$ cat src/rtl/mem_arbiter_pkg.sv
// mem_arbiter_pkg: shared FSM encoding, port IDs and constants for the two-port memory arbiter
package mem_arbiter_pkg;
  typedef enum logic [1:0] {IDLE, ACCESS, RESP} state_t;
  localparam logic PORT0 = 1'b0;
  localparam logic PORT1 = 1'b1;
  localparam int TIMEOUT_DEF = 16;
  localparam logic [31:0] ERR_RDATA = 32'h0;
endpackage

$ cat src/rtl/mem_arbiter_if.sv
// mem_arbiter_if: requester ports and memory-side bus of the arbiter
interface mem_arbiter_if;
  logic m0_req, m1_req, m0_we, m1_we;
  logic [31:0] m0_addr, m1_addr, m0_wdata, m1_wdata, m0_rdata, m1_rdata;
  logic m0_ready, m1_ready, m0_err, m1_err;
  logic mem_en, mem_we, mem_ack;
  logic [31:0] mem_addr, mem_wdata, mem_rdata;
  modport slave (
    input m0_req, m1_req, m0_we, m1_we, m0_addr, m1_addr, m0_wdata, m1_wdata, mem_rdata, mem_ack,
    output m0_rdata, m1_rdata, m0_ready, m1_ready, m0_err, m1_err, mem_en, mem_we, mem_addr, mem_wdata
  );
  modport master (
    output m0_req, m1_req, m0_we, m1_we, m0_addr, m1_addr, m0_wdata, m1_wdata, mem_rdata, mem_ack,
    input m0_rdata, m1_rdata, m0_ready, m1_ready, m0_err, m1_err, mem_en, mem_we, mem_addr, mem_wdata
  );
endinterface

$ cat src/rtl/mem_arbiter_rr_pick2.sv
// rr_pick2: two-way round-robin picker; a tie goes to the port not granted last
module rr_pick2 (
  input  logic req0,
  input  logic req1,
  input  logic last,
  output logic grant
);
  assign grant = req0 && req1 ? !last : !req0;
endmodule

$ cat src/rtl/mem_arbiter.sv
// mem_arbiter: round-robin arbiter of two requesters onto one memory port with ack timeout
module mem_arbiter
  import mem_arbiter_pkg::*;
#(
  parameter int TIMEOUT = TIMEOUT_DEF
) (
  input logic clk,
  input logic reset,
  mem_arbiter_if.slave bus
);
  state_t state, nxt;
  logic [1:0] req_q, ready, err;
  logic last, port, grant, take, done;
  logic [7:0] cnt;
  logic mem_en, mem_we;
  logic [31:0] mem_addr, mem_wdata, rdata0, rdata1;
  rr_pick2 u_pick (.req0(req_q[0]), .req1(req_q[1]), .last(last), .grant(grant));
  assign take = state == IDLE && |req_q;
  // ack on the last wait cycle still counts as a normal completion
  assign done = state == ACCESS && (bus.mem_ack || cnt == 8'(TIMEOUT - 1));
  always_comb nxt = state == IDLE ? (take ? ACCESS : IDLE) : state == ACCESS ? (done ? RESP : ACCESS) : IDLE;
  always_ff @(posedge clk or posedge reset)
    if (reset) begin
      state <= IDLE;
      req_q <= '0;
      last <= PORT1;
      port <= PORT0;
      cnt <= '0;
      mem_en <= 1'b0;
      mem_we <= 1'b0;
      mem_addr <= '0;
      mem_wdata <= '0;
      ready <= '0;
      err <= '0;
      rdata0 <= '0;
      rdata1 <= '0;
    end else begin
      state <= nxt;
      req_q <= {bus.m1_req, bus.m0_req};
      cnt <= state == ACCESS ? cnt + 8'd1 : '0;
      mem_en <= nxt == ACCESS;
      mem_we <= nxt == ACCESS && (take ? (grant ? bus.m1_we : bus.m0_we) : mem_we);
      if (take) begin
        port <= grant;
        last <= grant;
        mem_addr <= grant ? bus.m1_addr : bus.m0_addr;
        mem_wdata <= grant ? bus.m1_wdata : bus.m0_wdata;
      end
      ready <= {done && port == PORT1, done && port == PORT0};
      err <= {done && !bus.mem_ack && port == PORT1, done && !bus.mem_ack && port == PORT0};
      if (done && port == PORT0) rdata0 <= bus.mem_ack ? bus.mem_rdata : ERR_RDATA;
      if (done && port == PORT1) rdata1 <= bus.mem_ack ? bus.mem_rdata : ERR_RDATA;
    end
  assign bus.mem_en = mem_en;
  assign bus.mem_we = mem_we;
  assign bus.mem_addr = mem_addr;
  assign bus.mem_wdata = mem_wdata;
  assign bus.m0_ready = ready[0];
  assign bus.m1_ready = ready[1];
  assign bus.m0_err = err[0];
  assign bus.m1_err = err[1];
  assign bus.m0_rdata = rdata0;
  assign bus.m1_rdata = rdata1;
endmodule

$ cat src/flat_wrapper.sv
// flat-port wrapper written by rule: the top's interface ports become plain ports
module mem_arbiter_flat import mem_arbiter_pkg::*;
#(
  parameter int TIMEOUT = TIMEOUT_DEF
)
  (clk, reset, bus_m0_req, bus_m1_req, bus_m0_we, bus_m1_we, bus_m0_addr, bus_m1_addr, bus_m0_wdata, bus_m1_wdata, bus_mem_rdata, bus_mem_ack, bus_m0_rdata, bus_m1_rdata, bus_m0_ready, bus_m1_ready, bus_m0_err, bus_m1_err, bus_mem_en, bus_mem_we, bus_mem_addr, bus_mem_wdata);
  mem_arbiter_if bus_i ();
  input logic clk;
  input logic reset;
  input wire logic [$bits(bus_i.m0_req)-1:0] bus_m0_req;
  input wire logic [$bits(bus_i.m1_req)-1:0] bus_m1_req;
  input wire logic [$bits(bus_i.m0_we)-1:0] bus_m0_we;
  input wire logic [$bits(bus_i.m1_we)-1:0] bus_m1_we;
  input wire logic [$bits(bus_i.m0_addr)-1:0] bus_m0_addr;
  input wire logic [$bits(bus_i.m1_addr)-1:0] bus_m1_addr;
  input wire logic [$bits(bus_i.m0_wdata)-1:0] bus_m0_wdata;
  input wire logic [$bits(bus_i.m1_wdata)-1:0] bus_m1_wdata;
  input wire logic [$bits(bus_i.mem_rdata)-1:0] bus_mem_rdata;
  input wire logic [$bits(bus_i.mem_ack)-1:0] bus_mem_ack;
  output wire logic [$bits(bus_i.m0_rdata)-1:0] bus_m0_rdata;
  output wire logic [$bits(bus_i.m1_rdata)-1:0] bus_m1_rdata;
  output wire logic [$bits(bus_i.m0_ready)-1:0] bus_m0_ready;
  output wire logic [$bits(bus_i.m1_ready)-1:0] bus_m1_ready;
  output wire logic [$bits(bus_i.m0_err)-1:0] bus_m0_err;
  output wire logic [$bits(bus_i.m1_err)-1:0] bus_m1_err;
  output wire logic [$bits(bus_i.mem_en)-1:0] bus_mem_en;
  output wire logic [$bits(bus_i.mem_we)-1:0] bus_mem_we;
  output wire logic [$bits(bus_i.mem_addr)-1:0] bus_mem_addr;
  output wire logic [$bits(bus_i.mem_wdata)-1:0] bus_mem_wdata;
  assign bus_i.m0_req = bus_m0_req;
  assign bus_i.m1_req = bus_m1_req;
  assign bus_i.m0_we = bus_m0_we;
  assign bus_i.m1_we = bus_m1_we;
  assign bus_i.m0_addr = bus_m0_addr;
  assign bus_i.m1_addr = bus_m1_addr;
  assign bus_i.m0_wdata = bus_m0_wdata;
  assign bus_i.m1_wdata = bus_m1_wdata;
  assign bus_i.mem_rdata = bus_mem_rdata;
  assign bus_i.mem_ack = bus_mem_ack;
  assign bus_m0_rdata = bus_i.m0_rdata;
  assign bus_m1_rdata = bus_i.m1_rdata;
  assign bus_m0_ready = bus_i.m0_ready;
  assign bus_m1_ready = bus_i.m1_ready;
  assign bus_m0_err = bus_i.m0_err;
  assign bus_m1_err = bus_i.m1_err;
  assign bus_mem_en = bus_i.mem_en;
  assign bus_mem_we = bus_i.mem_we;
  assign bus_mem_addr = bus_i.mem_addr;
  assign bus_mem_wdata = bus_i.mem_wdata;
  mem_arbiter #(.TIMEOUT(TIMEOUT)) u_core (.clk(clk), .reset(reset), .bus(bus_i));
endmodule
$ cat config.mk
export PLATFORM = sky130hd
export DESIGN_NAME = mem_arbiter_flat
export DESIGN_NICKNAME = d
export VERILOG_FILES = /design/src/rtl/mem_arbiter_pkg.sv /design/src/rtl/mem_arbiter_if.sv /design/src/rtl/mem_arbiter_rr_pick2.sv /design/src/rtl/mem_arbiter.sv /design/src/flat_wrapper.sv
export SDC_FILE = /design/constraint.sdc
export NUM_CORES = 1
export LEC_CHECK = 0
export ABC_AREA = 1
export CAP_MARGIN = 20
export CORE_AREA = 3 3 125 127
export CTS_CLUSTER_SIZE = 20
export DETAILED_ROUTE_END_ITERATION = 10
export DIE_AREA = 0 0 128 130
export PLACE_DENSITY = 0.85
export SKIP_CTS_REPAIR_TIMING = 1
export SYNTH_ARGS = -nofsm -noshare
export SYNTH_HDL_FRONTEND = slang
export SYNTH_SLANG_ARGS = --single-unit
$ cat constraint.sdc
create_clock -name clk -period 14.2 [get_ports clk]
set_clock_uncertainty 0.1 [all_clocks]
set_input_delay 2.84 -clock clk [delete_from_list [all_inputs] [get_ports clk]]
set_output_delay 2.84 -clock clk [all_outputs]
set_load 0.01 [all_outputs]
# Yosys cells after proc, flatten, opt, wreduce, memory -nomap -nowiden
# Cells that the tools add are included.
# word_totals
input_bits,167
ff_bits,148
out_inout_bits,134
word_cells,44
# classes
n_eq_ne,3
mux,11
n_addsub,1
n_bitwise,1
n_reduce_logical,15
# ops
op,count
two-way mux 32 bit,3
logical AND 1 bit,9
"adder 8 x 1 -> 8 bit, second input constant",1
"equality test 8 x 4 -> 1 bit, second input constant",1
two-way mux 8 bit,1
two-way mux 2 bit,3
"equality test 2 x 1 -> 1 bit, second input constant",2
two-way mux 1 bit,4
logical NOT 1 bit,3
logical NOT 2 bit,1
OR reduction 2 bit,1
logical OR 1 bit,1
NOT 1 bit,1

# Depth between registers and ports, before layout
# Gate-level depths: netlist of the first run.
# depth
ltp_word,8
mapped_depth,9
mapped_depth_nobuf,8

# By module
# A second synthesis of the first run with hierarchy kept.
# unflattened
hier_cells,855
hier_area_um2,6811.5
# by_module_without_submodules
mod,instances,cells_each,area_per_inst_um2
mem_arbiter,1,852,6800.3
rr_pick2,1,3,11.3

# Least setup slack after synthesis of the first run
# OpenSTA, ideal clock, no wires.
# synth_path
path_type,input to register
startpoint,input port bus_mem_ack
endpoint,"register u_core.rdata0[28], in the netlist u_core.bus.m0_rdata[28]"
path_slack_ns,10.410
arrival_ns,3.573
required_ns,13.983
path_stages,6
cell_sequence,buf_2 -> o21bai_4 -> buf_6 -> buf_4 -> nand4_1 -> nand2_1
# synth_via
elab_chain_cells,3
elab_cells_between_ends,4
classes_between,1 x mux; 3 x reduce/logical
# synth_rtl
element,line_no,rtl
"start, declared",flat_wrapper.sv:19,input wire logic [$bits(bus_i.mem_ack)-1:0] bus_mem_ack;
logical OR 1 bit,mem_arbiter.sv:20,assign done = state == ACCESS && (bus.mem_ack || cnt == 8'(TIMEOUT - 1));
logical AND 1 bit,mem_arbiter.sv:20,
logical AND 1 bit,mem_arbiter.sv:51,if (done && port == PORT0) rdata0 <= bus.mem_ack ? bus.mem_rdata : ERR_RDATA;
"end signal, assigned",mem_arbiter.sv:51,
"end, declared",mem_arbiter.sv:16,"logic [31:0] mem_addr, mem_wdata, rdata0, rdata1;"
# Several ways; a longest one is shown, not always the timed one.
# A chain may end at the register's enable or synchronous reset.

# Worst setup path in the final report of the first run
# layout_path
startpoint,input port bus_mem_ack
endpoint,"register u_core.rdata0[23], in the netlist u_core.bus.m0_rdata[23]"
# Same word-level chain as after synthesis.

==> results.json, run 1 <==
{
  "cts_inserted_buffers": 17,
  "syn_area_um2": 6575,
  "drt_pre_antenna_iters": 5,
  "p_per_area_nw_per_um2": 207.1,
  "setup.worst_path.end": "u_core.bus.m0_rdata[23]",
  "detailroute.via_count": 6425,
  "highest-signal-layer": "met4",
  "gp_routability_congestion": 0.8575,
  "timing.max_slew.rel_slack_pct": 29.67,
  "dieHeight_um": 130,
  "post_synth_top_area_share_pct": 55.95,
  "r2r_slack_ps": 11150,
  "congestion_overflow_gr": 0,
  "initial_utilization_pct": 45.24,
  "status": "finished clean",
  "reg2regPathDepth": 5,
  "drt_first_iter_violations": 464,
  "final_hold_viol_count": 0,
  "cts.clk_slew.worst_paths_ps": 60,
  "synth_largest_area_cell": "sky130_fd_sc_hd__dfrtp_1",
  "regToRegEndpoint": "u_core.bus.m0_rdata[23]",
  "yosys.cell_count.top_type": "sky130_fd_sc_hd__nand2_1",
  "timing.critical_path.from_type": "input port",
  "rsz0062_at_grt": "no",
  "ys_top_cells_by_count": "239 x sky130_fd_sc_hd__nand2_1, 147 x sky130_fd_sc_hd__dfrtp_1, 126 x sky130_fd_sc_hd__o21ai_0, 77 x sky130_fd_sc_hd__nor2_1, 65 x sky130_fd_sc_hd__nand4_1",
  "syn_inst": 787,
  "vias_in_the_first_global_route": 6197,
  "drt_wl_total_mm": 20.54,
  "placeableCoreArea_um2": 14530,
  "floorplan.die_area_um2": 16640,
  "synth_edf_count": 0,
  "layout-drive-gt1-share_pct": 4.494,
  "arrival_time_at_the_worst_endpoint_ps": 5520,
  "worst_case_setup_slack_after_placement_ps": 8498,
  "grt_max_degree": 78,
  "max_freq_mhz": 187.7,
  "fin_crit_ps": 5329,
  "num_io_pins": 301,
  "postSynthNetCount": 955,
  "met3WireLength_mm": 1.793,
  "fp.dieW_um": 128,
  "placement_rows": 44,
  "design.final.nets": 1225,
  "worst_hold_startpoint": "u_core.cnt[0]",
  "avgViaCountPerCell": 5.132,
  "root_buffer": "sky130_fd_sc_hd__clkbuf_16",
  "worst_skew_pair.late_latency_ps": 420,
  "fin_crit_sh_pct": 37.53,
  "drc": 0,
  "timing.critical_path.from": "bus_mem_ack",
  "hold_path.class": "flip-flop to flip-flop",
  "setup_tns_ps": 0,
  "wl_met1_mm": 7.757,
  "h-tree-depth": 4,
  "grt_first_pass_wirelength_mm": 31.68,
  "ys_seq_elements": 148,
  "synthesis.yosys.warnings": 0,
  "ys_seq_area_share_pct": 56.35,
  "insertedDiodeCount": 0,
  "ir_drop_mv": 0.1098,
  "dp_hpwl_mm": 14.06,
  "final_max_slew_viol_count": 0,
  "path_class": "input port to flip-flop",
  "area_delta_synth_final_pct": 55.68,
  "leakage_uw": 0.004847,
  "max_cap_violations": 0,
  "grt_use_total_pct": 24.29,
  "wire_per_inst_um": 16.40,
  "synth_flop_type": "sky130_fd_sc_hd__dfrtp_1",
  "tritoncts": "built",
  "clock-sinks": 148,
  "ctsLongestPathBuffers": 2,
  "worst_pin_slew_ps": 1048,
  "end_kind": "flip-flop",
  "routed-wl-met2_mm": 10.44,
  "numPortBuffers": 300,
  "yosys.cell_types.count": 24,
  "setup-violations-final": 0,
  "final.setup.worst_slack_ps": 8871,
  "crit_fanout": 67,
  "worstReg2RegStart": "u_core.port",
  "initial_antenna_violation_count": 0,
  "asyncSetResetFlopFracSynth_pct": 100.0,
  "crit_required_ps": 14400,
  "drt.antenna.violating_nets": 0,
  "synth_area_per_cell_um2": 8.355,
  "synth_area_leaders": "sky130_fd_sc_hd__dfrtp_1 56%, sky130_fd_sc_hd__nand2_1 14%, sky130_fd_sc_hd__o21ai_0 9.6%"
}
==> registers in the layout, summed over array words and instances (netlist names) <==
signal                cells
u_core.bus.m0_rdata      32
u_core.bus.m1_rdata      32
u_core.bus.mem_addr      32
u_core.bus.mem_wdata     32
u_core.cnt                8
u_core.err                2
u_core.ready              2
u_core.req_q              2
u_core.state              2
u_core.bus.mem_en         1
u_core.bus.mem_we         1
u_core.last               1
u_core.port               1
==> worst min path at each step <==
stage                                         end  cells after the start  slack, ps
final                               u_core.cnt[0]                      1        360
after global routing      u_core.bus.m0_rdata[31]                      2        390
after CTS                           u_core.cnt[0]                      1        360
after detailed placement            u_core.cnt[0]                      1        360
after global placement              u_core.cnt[0]                      1        350
after floorplan                     u_core.cnt[0]                      1        330
==> cell usage in the layout (no fill, tap or decap), drive strengths merged <==
cell type,instances
clkdlybuf4s50,300
nand2,239
dfrtp,147
o21ai,132
nor2,78
nand4,65
inv,48
clkbuf,21
buf,9
nand3,8
clkinv,5
bufinv,4
xor2,2
nor3,2
a21oi,2
o21a,1
o21bai,1
nand3b,1
ha,1
clkinvlp,1
dfstp,1
==> metal layers <==
layer / track usage (%) / vias to the layer above
li1: - / 3104
met1: 28.77 / 3001
met2: 41.34 / 279
met3: 7.900 / 41
met4: 9.426 / 0
met5: 0 / -
==> stage by stage <==
| step | std cells | total power [uW] | utilization [%] | hold slack (ps) | cell area (um^2) |
|---|---|---|---|---|---|
| floorplan | 787 | 1124 | - | 332.9 | 6575 |
| global placement | 1221 | 1624 | 66.01 | 350.0 | 9594 |
| detailed placement | 1222 | 1653 | 66.15 | 356.9 | 9614 |
| CTS | 1252 | 2139 | 70.43 | 364.3 | 10240 |
| global route | 1252 | 2247 | 70.43 | 388.1 | 10240 |
| finish | 1252 | 2120 | 70.43 | 358.8 | 10240 |
==> critical path, cell delays in order <==
cell and delay [ps]:
sky130_fd_sc_hd__clkdlybuf4s50_1 460, sky130_fd_sc_hd__buf_4 360, sky130_fd_sc_hd__o21bai_4 200, sky130_fd_sc_hd__buf_4 520
sky130_fd_sc_hd__nand3_2 740, sky130_fd_sc_hd__nand2_1 280, sky130_fd_sc_hd__nand2_1 80
==> cell type report <==
type	count	area, um^2
Fill cell	1127	4298
Clock inverter	9	151.4
Sequential cell	148	3705
Inverter	49	188.9
Clock buffer	21	470.5
Timing Repair Buffer	309	3083
Multi-Input combinational cell	532	2407
Tap cell	184	230.2
==> logic make-up (layout without fill, tap and decap cells) <==
family	Yosys count	in the layout	synth area share [%]
simple gates	393	393	25.50
flops	148	148	56.35
compound gates	136	136	10.60
buf+inv	107	388	7.098
xor+xnor	2	2	0.2665
fa+ha+maj	1	1	0.1903
==> report_power, final <==
group	leakage, uW	internal (uW)	switching [uW]
registers	0.00188	612	105
clock network	0.000305	306	172
logic	0.00267	450	475
total	0.00485	1370	752
Note: power is estimated with default switching activity, not from simulation.
==> inputs of run 2 (changes only) <==
- CORE_AREA: 3 3 125 127 -> 3 3 136 138
- DIE_AREA: 0 0 128 130 -> 0 0 139 141
- PLACE_DENSITY: 0.85 -> 0.76
- clock period: 14.2 -> 4.6 ns (I/O delays scaled with it)
==> run 2 against run 1 <==
Against the previous run:
- worst setup slack lost 6900 ps
- clock power increased to 2.8 times the previous value
- final area is 0.17% higher
- final cell count rose by 3.4%
- critical path type unchanged
- register-to-register slack got worse by 9200 ps
- sequential power increased to 3.1 times the previous value
- non-clock buffer count is 2 higher
- clock-buffer cell count shrank 4
- highest routed layer unchanged
==> results.json, run 2 (synthesized netlist as in run 1, its figures left out) <==
{
  "rsz0062_at_grt": "no",
  "final_core_utilization_pct": 59.28,
  "crit_required_ps": 4790,
  "placeableCoreArea_um2": 17300,
  "layout.cells.non_filler": 1295,
  "root_buffer": "sky130_fd_sc_hd__clkbuf_16",
  "area_delta_synth_final_pct": 55.95,
  "crit_fanout": 34,
  "initial_antenna_violation_count": 0,
  "ir_drop_mv": 0.3008,
  "final_hold_viol_count": 0,
  "grt_use_total_pct": 20.72,
  "timing.critical_path.from": "bus_mem_ack",
  "arrival_time_at_the_worst_endpoint_ps": 2870,
  "area.sequential_um2": 3705,
  "design_power_uw": 6398,
  "placement_rows": 48,
  "multi_input_area_um2": 2407,
  "numPortBuffers": 300,
  "end_kind": "flip-flop",
  "gp_routability_congestion": 0.8272,
  "final.setup.worst_slack_ps": 1922,
  "worst_skew_pair.late_latency_ps": 420,
  "path_class": "input port to flip-flop",
  "hold_path.class": "flip-flop to flip-flop",
  "setup_tns_ps": 0,
  "floorplan.die_area_um2": 19600,
  "dpl.cell_count": 1265,
  "worstReg2RegStart": "u_core.cnt[0]",
  "h-tree-depth": 4,
  "worst_case_setup_slack_after_placement_ps": 1515,
  "leakage_uw": 0.004819,
  "drc": 0,
  "drt.antenna.violating_nets": 0,
  "drt_wl_total_mm": 20.91,
  "ctsLongestPathBuffers": 2,
  "fin_crit_sh_pct": 58.22,
  "vias_in_the_first_global_route": 6169,
  "insertedDiodeCount": 0,
  "worst_pin_slew_ps": 933.0,
  "detailroute.via_count": 6365,
  "design.final.nets": 1227,
  "grt_max_degree": 69,
  "avgViaCountPerCell": 4.915,
  "cts.clk_slew.worst_paths_ps": 60,
  "congestion_overflow_gr": 0,
  "max_cap_violations": 0,
  "setup-violations-final": 0,
  "timing.max_slew.rel_slack_pct": 37.67,
  "dp_hpwl_mm": 14.59,
  "fp.dieW_um": 139,
  "layout_common_cells": "300 x sky130_fd_sc_hd__clkdlybuf4s50_1, 238 x sky130_fd_sc_hd__nand2_1, 147 x sky130_fd_sc_hd__dfrtp_1",
  "worst_hold_startpoint": "u_core.cnt[0]",
  "initial_utilization_pct": 38.01,
  "timing.critical_path.from_type": "input port",
  "drt_first_iter_violations": 340,
  "grt_first_pass_wirelength_mm": 32.59,
  "max_freq_mhz": 373.4,
  "wire_per_inst_um": 16.14,
  "layout.filler_cells": 1534,
  "layout-drive-gt1-share_pct": 4.766,
  "dieHeight_um": 141,
  "status": "finished clean",
  "drt_pre_antenna_iters": 5,
  "tritoncts": "built",
  "cts_inserted_buffers": 17,
  "p_per_area_nw_per_um2": 623.9,
  "final_common_cell": "sky130_fd_sc_hd__clkdlybuf4s50_1",
  "fin_crit_ps": 2678,
  "final_max_slew_viol_count": 0,
  "clock-sinks": 148,
  "num_io_pins": 301
}
[run 2: cell types whose count changed in the layout (fill, tap and decap cells not counted)]
cell	change
sky130_fd_sc_hd__clkinvlp_4	+3
sky130_fd_sc_hd__clkinv_2	-1
sky130_fd_sc_hd__clkbuf_1	-1
sky130_fd_sc_hd__buf_12	+2
sky130_fd_sc_hd__clkinv_4	+1
sky130_fd_sc_hd__bufinv_16	-3
sky130_fd_sc_hd__clkbuf_8	-3
sky130_fd_sc_hd__inv_6	+4
[run 2: critical path: stages]
cell and delay, ps:
sky130_fd_sc_hd__clkdlybuf4s50_1 520, sky130_fd_sc_hd__o21bai_4 320, sky130_fd_sc_hd__nand3_2 750, sky130_fd_sc_hd__nand2_1 260, sky130_fd_sc_hd__nand2_1 70
[run 2: final timing paths]
path | to | slack, ps | depth (start not counted)
worst max-delay path | u_core.bus.m0_rdata[21] | 1920 | 5
worst min-delay path | u_core.cnt[0] | 370 | 1
worst max register to register | u_core.bus.m0_rdata[21] | 2000 | 6
worst min register to register | u_core.cnt[0] | 370 | 1
max in group asynchronous | u_core.bus.m0_rdata[28] | 2660 | 3
min in group asynchronous | u_core.bus.mem_wdata[4] | 930 | 2
[run 2: cell type report]
type / instances / area share (%)
Sequential cell: 148 / 36.13
Timing Repair Buffer: 311 / 30.46
Multi-Input combinational cell: 532 / 23.48
Clock buffer: 17 / 4.149
Tap cell: 225 / 2.746
Inverter: 49 / 1.830
Clock inverter: 13 / 1.208
[run 2: power by group]
part	internal [uW]	switching (uW)
Sequential	1890	318
Combinational	1400	1470
Clock	746	576
[run 2: metal layers]
layer,vias to the layer above,global-route usage [%],part of all wire [%]
met4,0,5.510,1.3
met1,2966,24.19,39
met2,265,35.82,50
li1,3115,-,-
met3,19,8.107,9.5
met5,-,0,0
[run 2: stage by stage]
step                      hold WS (ps)  cell area [um^2]
final                            365.5             10250
after CTS                        367.9             10250
after floorplan                  332.9              6579
after global placement           352.1              9684
after global routing             386.7             10250
after detailed placement         358.1              9704
==> inputs of run 3 (changes only) <==
- clock period: 4.6 -> 2.3 ns (I/O delays scaled with it)
==> run 3 against run 2 <==
Against the previous run:
- largest power group unchanged
- non-clock buffer count increased by 8
- die area did not move
- combinational power up 100%
- critical path type is now flip-flop to primary output
- largest cell class unchanged
==> results.json, run 3 (synthesized netlist as in run 1, its figures left out) <==
{
  "status": "finished clean",
  "grt_first_pass_wirelength_mm": 33.01,
  "drt.antenna.violating_nets": 0,
  "num_io_pins": 301,
  "avgViaCountPerCell": 4.907,
  "clock-sinks": 148,
  "timing.max_slew.rel_slack_pct": 66.39,
  "drt_wl_total_mm": 20.86,
  "vias_in_the_first_global_route": 6206,
  "gp_routability_congestion": 0.8199,
  "worst_pin_slew_ps": 503.4,
  "drt_first_iter_violations": 372,
  "layout-drive-gt1-share_pct": 5.648,
  "rsz0062_at_grt": "no",
  "number_of_buffer_and_inverter_stages_on_the_critical_path": 1,
  "final_hold_viol_count": 0,
  "h-tree-depth": 4,
  "final_core_utilization_pct": 60.25,
  "path_class": "flip-flop to primary output",
  "timing.critical_path.from_type": "flip-flop",
  "p_per_area_nw_per_um2": 1263,
  "ir_drop_mv": 0.6571,
  "final_common_cell": "sky130_fd_sc_hd__clkdlybuf4s50_1",
  "final_max_slew_viol_count": 0,
  "initial_antenna_violation_count": 0,
  "cp_slowest_stage_delay_ps": 600,
  "floorplan.die_area_um2": 19600,
  "end_kind": "primary output",
  "fin_crit_sh_pct": 84.25,
  "layout_common_cells": "300 x sky130_fd_sc_hd__clkdlybuf4s50_1, 238 x sky130_fd_sc_hd__nand2_1, 147 x sky130_fd_sc_hd__dfrtp_1",
  "setup-violations-final": 0,
  "area_delta_synth_final_pct": 58.50,
  "arrival_time_at_the_worst_endpoint_ps": 1380,
  "setup_tns_ps": 0,
  "worst_path_dominant_cell_family": "buffers and inverters",
  "fin_crit_ps": 1938,
  "crit_required_ps": 1740,
  "final.setup.worst_slack_ps": 362.4,
  "initial_utilization_pct": 38.01,
  "worst_case_setup_slack_after_placement_ps": 369.1,
  "design.final.nets": 1235,
  "insertedDiodeCount": 0,
  "detailroute.via_count": 6404,
  "layout.filler_cells": 1505,
  "dpl.cell_count": 1273,
  "max_cap_violations": 0,
  "dieHeight_um": 141,
  "congestion_overflow_gr": 0,
  "wire_per_inst_um": 15.99,
  "worst_skew_pair.late_latency_ps": 420,
  "fp.dieW_um": 139,
  "grt_use_total_pct": 21.01,
  "drt_pre_antenna_iters": 6,
  "leakage_uw": 0.004911,
  "numPortBuffers": 300,
  "crit_path_cell_trace": "clkdlybuf4s50_1",
  "grt_max_degree": 84,
  "dp_hpwl_mm": 14.84,
  "max_freq_mhz": 516.1,
  "layout.cells.non_filler": 1305,
  "tritoncts": "built",
  "placement_rows": 48,
  "cts.clk_slew.worst_paths_ps": 60,
  "drc": 0,
  "cts_inserted_buffers": 17,
  "crit_fanout": 2,
  "ctsLongestPathBuffers": 2,
  "root_buffer": "sky130_fd_sc_hd__clkbuf_16",
  "crit_slowest_cell": "sky130_fd_sc_hd__clkdlybuf4s50_1",
  "hold_path.class": "input port to flip-flop",
  "placeableCoreArea_um2": 17300,
  "holdWs_ps": 369.8
}
==> run 3: cell count changes in the layout (fill, tap and decap cells not counted), sizes merged <==
cell / before / now
buf: 11 / 19
bufinv: 1 / 3
clkinvlp: 4 / 2
clkinv: 5 / 6
inv: 52 / 53
==> run 3: cell type report <==
type                       count  area, um^2  share of cell area [%]
multi-input combinational    532        2407                   23.10
inverter                      49       187.7                   1.801
tap                          225       281.5                   2.701
clock inverter                15       193.9                   1.861
timing repair buffer         319        3221                   30.90
sequential                   148        3705                   35.55
clock buffer                  17       425.4                   4.082
==> run 3: final timing paths <==
check                                        startpoint                 endpoint  slack [ps]  depth (start not counted)
worst max-delay path            u_core.bus.mem_addr[13]         bus_mem_addr[13]         360                          1
worst min-delay path                         bus_m0_req          u_core.req_q[0]         370                          1
worst max register to register            u_core.cnt[0]   u_core.bus.m0_rdata[8]         490                          7
min in group asynchronous                         reset  u_core.bus.mem_wdata[8]         410                          3
max in group asynchronous                         reset  u_core.bus.m0_rdata[30]        1310                          3
worst min register to register            u_core.cnt[0]            u_core.cnt[0]         370                          1
==> run 3: layer usage <==
metal	wire length (um)	share of wire [%]	global-route usage, %
met3	2111	10	8.073
met5	0	0	0
met4	311	1.5	5.819
met1	8081	39	25.05
met2	10360	50	35.72
==> run 3: through the flow <==
stage | power [uW] | cell area, um^2
5_1_grt | 14020 | 10420
3_5_place_dp | 10340 | 9802
6_report | 13160 | 10420
2_1_floorplan | 6938 | 6579
4_1_cts | 13310 | 10420
3_3_place_gp | 10220 | 9802
==> run 3: worst reg2reg max path, stage by stage (launching register included) <==
cell                       delay, ps
sky130_fd_sc_hd__dfrtp_1         370
sky130_fd_sc_hd__ha_1            240
sky130_fd_sc_hd__nand3_2         130
sky130_fd_sc_hd__o21bai_4        360
sky130_fd_sc_hd__nand3_2         120
sky130_fd_sc_hd__buf_4           240
sky130_fd_sc_hd__nand2_1          90
sky130_fd_sc_hd__nand2_1          50
==> run 3: where the power goes <==
| part | internal, uW | total (uW) | switching, uW |
|---|---|---|---|
| registers | 3780 | 4440 | 659 |
| logic | 2870 | 5810 | 2940 |
| clock network | 1740 | 2920 | 1170 |
| total | 8390 | 13200 | 4770 |
